<file path="config.mk">
export PLATFORM = sky130hd
export DESIGN_NAME = lr_car_detector
export DESIGN_NICKNAME = d
export VERILOG_FILES = /design/src/rtl/lr_car_detector.sv
export SDC_FILE = /design/constraint.sdc
export NUM_CORES = 1
export LEC_CHECK = 0
export BUFFER_PORTS_ARGS = -buffer_cell sky130_fd_sc_hd__buf_2
export CAP_MARGIN = 20
export CORE_ASPECT_RATIO = 1.1
export CORE_MARGIN = 2
export CORE_UTILIZATION = 40
export DETAILED_ROUTE_END_ITERATION = 16
export SLEW_MARGIN = 20
export SYNTH_ARGS = -nofsm -noshare
export SYNTH_HDL_FRONTEND = slang
export SYNTH_SLANG_ARGS = --single-unit
export TNS_END_PERCENT = 30
</file>
<file path="constraint.sdc">
create_clock -name clk -period 2.09 [get_ports clk]
set_clock_uncertainty 0.05 [all_clocks]
set_input_delay 0.418 -clock clk [delete_from_list [all_inputs] [get_ports clk]]
set_output_delay 0.418 -clock clk [all_outputs]
set_load 0.03 [all_outputs]
</file>
<file path="src/rtl/lr_car_detector.sv">
`default_nettype none
// ============================================================================
// Module      : lr_car_detector
// Description : Local-road loop-sensor front end. It synchronizes and
//               debounces the arrival and departure loops, then keeps a
//               saturating count of the cars queued on the local road.
// Revision    : 1.0 - initial release
// ============================================================================
module lr_car_detector #(
    parameter int DEBOUNCE = 4,
    parameter int QUEUE_W  = 4
) (
    input  logic               clk,
    input  logic               rst_n,
    input  logic               arrive_raw,
    input  logic               depart_raw,
    output logic               lr_has_car,
    output logic [QUEUE_W-1:0] car_count,
    output logic               overflow,
    output logic               underflow
);

    localparam int                 c_CNT_W     = $clog2(DEBOUNCE);
    localparam logic [c_CNT_W-1:0] c_CNT_LAST  = c_CNT_W'(DEBOUNCE - 1);
    localparam logic [c_CNT_W-1:0] c_CNT_ONE   = c_CNT_W'(1);
    localparam logic [QUEUE_W-1:0] c_COUNT_MAX = '1;

    localparam logic [1:0] c_ST_LOW      = 2'd0;
    localparam logic [1:0] c_ST_RISE_CHK = 2'd1;
    localparam logic [1:0] c_ST_HIGH     = 2'd2;
    localparam logic [1:0] c_ST_FALL_CHK = 2'd3;

    // Channel 0 is the arrival loop, channel 1 the departure loop.
    logic [1:0] w_raw;
    logic [1:0] w_evt;

    assign w_raw = {depart_raw, arrive_raw};

    generate
        for (genvar g = 0; g < 2; g++) begin : g_chan
            logic               r_s1;
            logic               r_s2;
            logic [1:0]         r_state;
            logic [1:0]         w_state_nxt;
            logic [c_CNT_W-1:0] r_cnt;
            logic [c_CNT_W-1:0] w_cnt_nxt;
            logic               r_evt;
            logic               w_evt_nxt;

            always_ff @(posedge clk or negedge rst_n) begin
                if (!rst_n) begin
                    r_s1    <= 1'b0;
                    r_s2    <= 1'b0;
                    r_state <= c_ST_LOW;
                    r_cnt   <= '0;
                    r_evt   <= 1'b0;
                end else begin
                    r_s1    <= w_raw[g];
                    r_s2    <= r_s1;
                    r_state <= w_state_nxt;
                    r_cnt   <= w_cnt_nxt;
                    r_evt   <= w_evt_nxt;
                end
            end

            // Event fires only on the accepted rising edge, never on a fall.
            always_comb begin
                w_state_nxt = r_state;
                w_cnt_nxt   = r_cnt;
                w_evt_nxt   = 1'b0;
                case (r_state)
                    c_ST_LOW: begin
                        if (r_s2) begin
                            w_state_nxt = c_ST_RISE_CHK;
                            w_cnt_nxt   = c_CNT_ONE;
                        end
                    end
                    c_ST_RISE_CHK: begin
                        if (!r_s2) begin
                            w_state_nxt = c_ST_LOW;
                        end else if (r_cnt == c_CNT_LAST) begin
                            w_state_nxt = c_ST_HIGH;
                            w_evt_nxt   = 1'b1;
                        end else begin
                            w_cnt_nxt = r_cnt + c_CNT_ONE;
                        end
                    end
                    c_ST_HIGH: begin
                        if (!r_s2) begin
                            w_state_nxt = c_ST_FALL_CHK;
                            w_cnt_nxt   = c_CNT_ONE;
                        end
                    end
                    c_ST_FALL_CHK: begin
                        if (r_s2) begin
                            w_state_nxt = c_ST_HIGH;
                        end else if (r_cnt == c_CNT_LAST) begin
                            w_state_nxt = c_ST_LOW;
                        end else begin
                            w_cnt_nxt = r_cnt + c_CNT_ONE;
                        end
                    end
                    default: begin
                        w_state_nxt = c_ST_LOW;
                    end
                endcase
            end

            assign w_evt[g] = r_evt;
        end
    endgenerate

    logic [QUEUE_W-1:0] r_count;
    logic [QUEUE_W-1:0] w_count_nxt;
    logic               r_has_car;
    logic               r_ovf;
    logic               r_unf;
    logic               w_ovf_set;
    logic               w_unf_set;

    // Simultaneous arrival and departure cancel out, even at the limits.
    always_comb begin
        w_count_nxt = r_count;
        w_ovf_set   = 1'b0;
        w_unf_set   = 1'b0;
        case (w_evt)
            2'b01: begin
                if (r_count == c_COUNT_MAX) begin
                    w_ovf_set = 1'b1;
                end else begin
                    w_count_nxt = r_count + QUEUE_W'(1);
                end
            end
            2'b10: begin
                if (r_count == '0) begin
                    w_unf_set = 1'b1;
                end else begin
                    w_count_nxt = r_count - QUEUE_W'(1);
                end
            end
            default: begin
                w_count_nxt = r_count;
            end
        endcase
    end

    // lr_has_car is taken from the next count so it tracks car_count exactly.
    always_ff @(posedge clk or negedge rst_n) begin
        if (!rst_n) begin
            r_count   <= '0;
            r_has_car <= 1'b0;
            r_ovf     <= 1'b0;
            r_unf     <= 1'b0;
        end else begin
            r_count   <= w_count_nxt;
            r_has_car <= (w_count_nxt != '0);
            r_ovf     <= r_ovf | w_ovf_set;
            r_unf     <= r_unf | w_unf_set;
        end
    end

    assign car_count  = r_count;
    assign lr_has_car = r_has_car;
    assign overflow   = r_ovf;
    assign underflow  = r_unf;

endmodule
`default_nettype wire
</file>
## Word-level counts from Yosys, hierarchy flattened

Index checks and enable logic that the tools add are counted.

| word-level totals | value |
|---|---|
| logic and storage cells | 88 |
| register bits | 21 |
| input bits | 4 |

| operators by class | value |
|---|---|
| $add $sub $neg | 4 |
| equal/unequal tests | 23 |
| bitwise operators | 2 |
| mux-type cells | 37 |
| reduce and logical (&&, ||, !) cells | 8 |

Operators by type and width:

| kind | number |
|---|---|
| 2-bit two-way mux | 20 |
| 2-bit case mux with 4 select lines | 4 |
| 2-bit inequality test, second input constant | 8 |
| 4-bit AND reduction | 4 |
| 2-bit == test, second input constant | 7 |
| 3-bit inequality test, second input constant | 4 |
| 1-bit two-way mux | 10 |
| 4-bit two-way mux | 2 |
| 4-bit case mux with 2 select lines | 1 |
| 2-bit by 1-bit == test with 1-bit output, second input constant | 3 |
| 2-bit by 1-bit adder with 2-bit output, second input constant | 2 |
| 4-bit by 1-bit adder with 4-bit output, second input constant | 1 |
| 4-bit == test, second input constant | 1 |
| 2-bit zero test | 2 |
| 4-bit zero test | 1 |
| 4-bit nonzero test | 1 |
| 4-bit by 1-bit subtractor with 4-bit output, second input constant | 1 |
| 1-bit bitwise OR | 2 |

## Logic depth before layout (Yosys ltp)

Gate-level depths: netlist of the first run.

| logic depth | value |
|---|---|
| depth after elaboration | 4 |
| depth in mapped cells | 7 |
| depth with buffers taken out | 6 |

## Worst setup path after synthesis of the first run

OpenSTA, ideal clock, no wires.

| path | value |
|---|---|
| kind | register to register |
| start | register r_count[0], in the netlist car_count[0] |
| end | register r_has_car, in the netlist lr_has_car |
| data required time | 1.901 ns |
| data arrival time | 1.954 ns |
| stages on the path, launching flop included | 8 |
| path buffers | 1 |
| clock period less this slack | 2.143 ns |
| slack | -0.053 ns |
| cells stage by stage | dfrtp_1 buf_6 inv_1 ha_1 or3b_1 o211ai_2 nand3_1 or4_1 |

| between the ends | value |
|---|---|
| longest elaborated chain between the ends | 4 |
| elaborated cells on any way between the ends | 8 |
| those cells by class | 2 x add/sub; 1 x eq/ne; 3 x mux; 2 x reduce/logical |

Ends and longest elaborated chain:

| what | RTL line | RTL |
|---|---|---|
| start, declared | 113 | `logic [QUEUE_W-1:0] r_count;` |
| start signal, assigned | 155 | `r_count <= w_count_nxt;` |
| 4-bit by 1-bit subtractor with 4-bit output, or another cell as far along | 138 | `w_count_nxt = r_count - QUEUE_W'(1);` |
| 4-bit two-way mux (on tied branches) | 135, 128 |  |
| 4-bit case mux with 2 select lines * | 126 | `case (w_evt)` |
| via w_count_nxt[0] | 114 | `logic [QUEUE_W-1:0] w_count_nxt;` |
| 4-bit nonzero test * | 156 | `r_has_car <= (w_count_nxt != '0);` |
| end signal, assigned | 156 |  |
| end, declared | 115 | `logic r_has_car;` |

The timed path passes the listed nets; every way through them passes the cells marked *.
A chain may end at the register's enable or synchronous reset.

## Worst setup path in the final report of the first run

Ends and elaborated chain as after synthesis.

==> run metrics, run 1 <==
Max Cap Violations 0; Largest delay share family, worst path simple AND/OR/NAND/NOR gates; crit path from car_count[0]$_DFF_PN0_; FMAX 493 MHz; Worst R2R Start car_count[0]$_DFF_PN0_; global-route wire length before repair 2.75 mm; CTS Sinks 21; Setup TNS Final 0 ps; Combinational Power Share 36.6%; Psw 0.433 mW; CP max stage delay 480 ps; antenna cells 0; number of buffers and inverters on the critical path 1; syn_nets 104; fin nets 119; via count 739; status finished clean; Initial Util 41.3%; die height 57.0 um; share of cells above drive strength 1 25.9%; area of the multi-input gates 448 sq um; total power density per cell area 1070 nW/um^2; gr ovfl total 0; Flop pwr share 48.2%; initial antenna violation count 0; Clock Latency Late Sink 290 ps; Setup-failing EPs final 0; largest net degree at the start of global routing 22; row cnt 19; worst min-delay path category primary input to asynchronous set/reset pin; DRT iter0 DRCs 20; Area growth, synth to finish 12.4%; Worst EP required 2220 ps; All-Layer GR Usage 12.0%; Synth Cell Area 1020 sq um; vias per cell 5.32; most frequent cells in the layout dfrtp_1 (20), nand2_1 (13), buf_2 (10), inv_1 (7), o21ai_0 (6); kind of critical path flip-flop to flip-flop; Max Transition Viols Final 0; IO Port Bufs 10; Post-DRT Antenna Nets 0; Ports 11; pin slew with the least headroom to its limit 463 ps; total routed wirelength 1.68 mm; Final Cycle Share 97.0%; Slowest cell on crit path or4_1; Hold Fails Final Rpt 0; vias in the first global route 654; slew margin rel. 69.1%; die area 2970 sq um; post-synthesis cell count 94; Layout fillers 239; Pwr Total 1.23 mW; CP Cell Sequence inv_1 > ha_2 > or3b_4 > o211ai_2 > nand3_1 > or4_1; Final Critical Period 2030 ps; Clock transition at path regs 110 ps; Placer Congestion 0.896; fraction of power spent switching nets 35.3%; clock power share 15.2%; DR WL/cell 12.1 um; Post-route DRC 0; CTS buffer count 3; htree depth 1; RSZ-0062 raised after global routing false; syn avg cell area 10.9 sq um; kind of start point of the critical path flip-flop; Peak VDD IR 0.562 mV; final HPWL from detailed placement 1.25 mm; CP endpoint kind flip-flop; die width 52.2 um; first drt pass iteration count 4; Register Area 527 sq um; Max Root-Sink Buffers 2; leak pwr 0.560 nW; Power Internal 0.793 mW; Root Driver clkbuf_4; Synthesis Warnings 0; sequential area share after synthesis 51.5%; commonest non-fill, non-tap cell in the layout dfrtp_1; Seq cells post-synth 21; worst-path fanout max 4; post-synth cell types 32; core area 2470 sq um; CTS tree done; Arr. time, crit path 2150 ps
-- worst register-to-register path: stages, from the launching register on --
cell and delay, ps:
dfrtp_2 440, inv_1 70, ha_2 200, or3b_4 400, o211ai_2 140, nand3_1 130, or4_1 480
-- cell families (layout without fill, tap and decap cells) --
kind of cell,Yosys count,after routing,share of synthesized area (%)
mux,5,5,5.39
simple gates,33,33,17.0
fa+ha+maj,6,6,7.35
flops,21,21,51.5
compound gates,16,16,11.9
xor+xnor,2,2,1.72
buf+inv,11,25,5.15
-- timing repair --
action,4_1_cts,5_1_grt
endpoints found under the setup margin,0,1
hold buffers,0,0
gates resized for setup,0,1
setup buffers,0,1
-- registers in the layout (all words and copies together) (netlist names), named ones only --
register and cells:
car_count 4, g_chan.r_evt 2, overflow 1, g_chan.r_s2 2, g_chan.r_s1 2, lr_has_car 1
underflow 1, g_chan.r_state 2, g_chan.r_cnt 4
-- power by group through the flow --
stage               clock (mW)  sequential (mW)  combinational (mW)
global placement             0            0.595               0.429
finish                   0.186            0.590               0.449
floorplan                    0            0.641               0.294
detailed placement           0            0.601               0.436
CTS                      0.198            0.593               0.437
global route             0.217            0.605               0.500
-- per-layer routing --
layer  part of all wire [%]  global-route usage [%]  wire (um)  vias to the layer above
met3                    5.4                    1.83         90                        2
met5                      0                       0          0                        -
met4                   0.83                    3.30         14                        0
met1                     43                    15.9        719                      356
met2                     51                    20.4        852                       22
li1                       -                       -          -                      359
-- final cells by class --
type,instances,share of cell area (%)
clock buffer,3,1.96
multi-input combinational,62,39.0
inverter,7,2.29
sequential,21,45.9
clock inverter,1,0.436
tap,31,3.38
timing repair buffer,14,6.98
-- stage by stage --
stage / instances / hold WS (ps) / worst slack, ps / instance area (sq um) / util [%]
2_1_floorplan: 94 / 72.4 / 1.03 / 1020 / -
3_3_place_gp: 134 / 284 / 44.8 / 1110 / 44.9
3_5_place_dp: 134 / 290 / 56.9 / 1110 / 44.9
4_1_cts: 138 / 22.6 / 39.9 / 1140 / 46.0
5_1_grt: 139 / 33.3 / 2.74 / 1150 / 46.4
6_report: 139 / 9.95 / 63.4 / 1150 / 46.4
-- worst paths after layout --
kind,end,slack [ps],depth (start not counted)
max in group asynchronous,car_count[0]$_DFF_PN0_,1640,1
worst min-delay path,g_chan[0].r_cnt[0]$_DFFE_PN0P_,10,1
worst max register to register,lr_has_car$_DFF_PN0_,60,6
worst min register to register,g_chan[1].r_s2$_DFF_PN0_,310,0
min in group clk,g_chan[0].r_s1$_DFF_PN0_,170,1
worst max-delay path,lr_has_car$_DFF_PN0_,60,6
-- cell usage after synthesis, drive strengths merged --
cell / count / share of area, %
a311oi: 1 / 0.86
a31oi: 1 / 0.61
a32oi: 1 / 0.86
a41o: 1 / 0.98
and4: 1 / 0.98
buf: 4 / 2.6
dfrtp: 21 / 51
ha: 6 / 7.4
inv: 7 / 2.6
mux2: 4 / 4.4
mux2i: 1 / 0.98
nand2: 13 / 4.8
nand2b: 1 / 0.61
nand3: 4 / 2.0
nand4: 1 / 0.61
nor2: 3 / 1.1
nor2b: 3 / 1.8
nor3: 1 / 0.49
nor3b: 2 / 1.5
nor4bb: 1 / 0.98
o211ai: 1 / 1.2
o21ai: 6 / 2.9
o21bai: 1 / 0.74
o221ai: 1 / 0.86
o2bb2a: 1 / 0.98
o311a: 1 / 0.98
o311ai: 1 / 0.86
or2: 1 / 0.61
or3b: 1 / 0.86
or4: 1 / 0.74
xor2: 2 / 1.7
No activity file was read; power rests on OpenSTA's default activity.
==> run 2: changes to the inputs <==
Settings changed: CORE_UTILIZATION 40 to 56, PLACE_DENSITY set to 0.77, TNS_END_PERCENT 30 to not set.
Clock period 2.09 ns to 2.1 ns, I/O delays scaled along.
==> run 2 against run 1 <==
Net effect: register-to-register slack gained 50 ps; maximum frequency grew 2.0%; clock power is 4% lower; clock-buffer cell count grew 1; final cell count decreased by 7.9%; sequential power about the same; via count is 0.27% higher; wire length shrank 0.72%; first-iteration DRC count is 55% lower; global-route usage grew 7.4 points; core utilization grew 20 points; flip-flop and latch count did not move; largest cell class unchanged; largest power group unchanged.
==> run metrics, run 2 (synthesis results as in run 1) <==
share of cells above drive strength 1 28.2% (+2.3 points); All-Layer GR Usage 19.4% (+7.4 points); kind of start point of the critical path flip-flop; Pwr Total 1.22 mW (-0.71%); kind of critical path flip-flop to flip-flop; initial antenna violation count 0 (unchanged); die height 48.8 um (-14%); pin slew with the least headroom to its limit 442 ps (-21.1 ps); global-route wire length before repair 3.11 mm (+13%); via count 741 (+0.27%); final HPWL from detailed placement 1.26 mm (+0.90%); design area 1150 sq um (+0.44%); total power density per cell area 1060 nW/um^2 (-1.1%); Initial Util 58.6% (+17 points); htree depth 1 (unchanged); Final Util 66.2% (+20 points); Ports 11 (unchanged); clock power share 14.7% (-0.5 points); Placer Congestion 0.928 (+3.6%); IO Port Bufs 10 (unchanged); CTS buffer count 3 (unchanged); Post-DRT Antenna Nets 0 (unchanged); CTS tree done; Clock transition at path regs 100 ps (about the same); largest net degree at the start of global routing 22 (unchanged); CTS Sinks 21 (unchanged); fin nets 121 (+1.7%); Max Transition Viols Final 0 (unchanged); DP Area 1110 sq um (-0.34%); DR WL/cell 13.0 um (+7.8%); gr ovfl total 0 (unchanged); crit path from car_count[0]$_DFF_PN0_; RSZ-0062 raised after global routing false; reg2reg end lr_has_car$_DFF_PN0_; Peak VDD IR 0.690 mV (+23%); worst min-delay path category primary input to asynchronous set/reset pin; Power Internal 0.797 mW (+0.54%); Setup-failing EPs final 0 (unchanged); Flop pwr share 48.2% (about the same); DRT iter0 DRCs 9 (-55%); Max Cap Violations 0 (unchanged); status finished clean; Area growth, synth to finish 12.9%; Arr. time, crit path 2110 ps (-40 ps); Slowest cell on crit path or4_1; total routed wirelength 1.67 mm (-0.72%); Post-route DRC 0 (unchanged); core area 1740 sq um (-30%); hold_buf cts 0 (unchanged); commonest non-fill, non-tap cell in the layout dfrtp_1; leak pwr 0.574 nW (+2.5%); die width 44.7 um (-14%); CP endpoint kind flip-flop; Worst R2R Start car_count[0]$_DFF_PN0_; first drt pass iteration count 4 (unchanged); most frequent cells in the layout dfrtp_1 (20), nand2_1 (13), buf_2 (10), inv_1 (7); antenna cells 0 (unchanged); Setup TNS Final 0 ps (unchanged); FMAX 503 MHz (+2.0%); worst-path fanout max 5 (+1); Psw 0.420 mW (-3.0%); Combinational Power Share 37.1% (+0.5 points); r2r worst-path depth 6 (unchanged); slew margin rel. 70.5% (+1.4 points); slack of the worst reg-to-reg path 110 ps (+50 ps); non-filler instance count after layout 128 (-7.9%); row cnt 16 (-3); vias per cell 5.79 (+8.9%); Worst EP required 2230 ps (about the same); Max Root-Sink Buffers 2 (unchanged); Placed Cells 123 (-8.2%); die area 2180 sq um (-27%); vias in the first global route 738 (+13%); CP Cell Sequence inv_1 > ha_2 > or3b_4 > o211ai_2 > nand3_2 > or4_1; Final Cycle Share 94.6% (-2.4 points); Final Critical Period 1990 ps (-40.1 ps); CP max stage delay 470 ps (about the same); fraction of power spent switching nets 34.5% (-0.81 points); Layout fillers 144 (-40%); crit path capture lr_has_car$_DFF_PN0_; Clock Latency Late Sink 290 ps (about the same); Hold Fails Final Rpt 0 (unchanged); Root Driver clkbuf_4
[run 2: cell count changes in the layout (fill, tap and decap cells not counted), sizes merged]
cell,previous run,this run
clkbuf,3,4
buf,14,16
clkinv,1,0
[run 2: power groups by stage]
stage / combinational, mW / sequential (mW) / clock [mW]
after floorplan: 0.284 / 0.638 / 0
after global placement: 0.407 / 0.590 / 0
after detailed placement: 0.427 / 0.599 / 0
after CTS: 0.429 / 0.590 / 0.191
after global routing: 0.512 / 0.604 / 0.205
final: 0.451 / 0.587 / 0.179
[run 2: stage by stage]
step                hold WS, ps  worst slack, ps
CTS                        2.87             68.6
global route               27.1            0.760
detailed placement          285             98.4
floorplan                  74.4             7.75
finish                     2.74              113
global placement            283              140
[run 2: final cells by class]
class / instances / area (sq um) / area share, %
clock buffer: 4 / 26.3 / 2.28
inverter: 7 / 26.3 / 2.28
multi-input combinational: 62 / 455 / 39.5
sequential: 21 / 527 / 45.7
tap: 18 / 22.5 / 1.95
timing repair buffer: 16 / 95.1 / 8.25
[run 2: routing by layer]
metal,vias to the layer above,global-route usage (%),wire length (um)
met2,11,29.0,817
met4,0,9.09,36
met1,359,27.3,774
li1,366,-,-
met5,-,0,0
met3,5,3.33,37
[run 2: how the worst min path moves through the flow]
stage	end	slack, ps	cells past startpoint
2_1_floorplan	asynchronous set/reset pin	70	0
3_3_place_gp	g_chan[0].r_s2$_DFF_PN0_	280	0
3_5_place_dp	g_chan[0].r_s2$_DFF_PN0_	280	0
4_1_cts	overflow$_DFF_PN0_	3	1
5_1_grt	car_count[1]$_DFF_PN0_	30	1
6_report	overflow$_DFF_PN0_	3	1
[run 2: repair_timing]
item | 4_1_cts | 5_1_grt
setup buffers | 0 | 1
endpoints found under the hold margin | 0 | 0
resized for setup | 0 | 4
setup endpoints to repair | 0 | 1
[run 2: critical path: cells and delay by family (launching register included)]
family,cells,cell delay (ps)
AO/OA/AOI/OAI,1,150
adder cells (fa/ha/maj),1,190
buffers and inverters,1,70
flip-flops,1,450
AND/OR/NAND/NOR,3,960
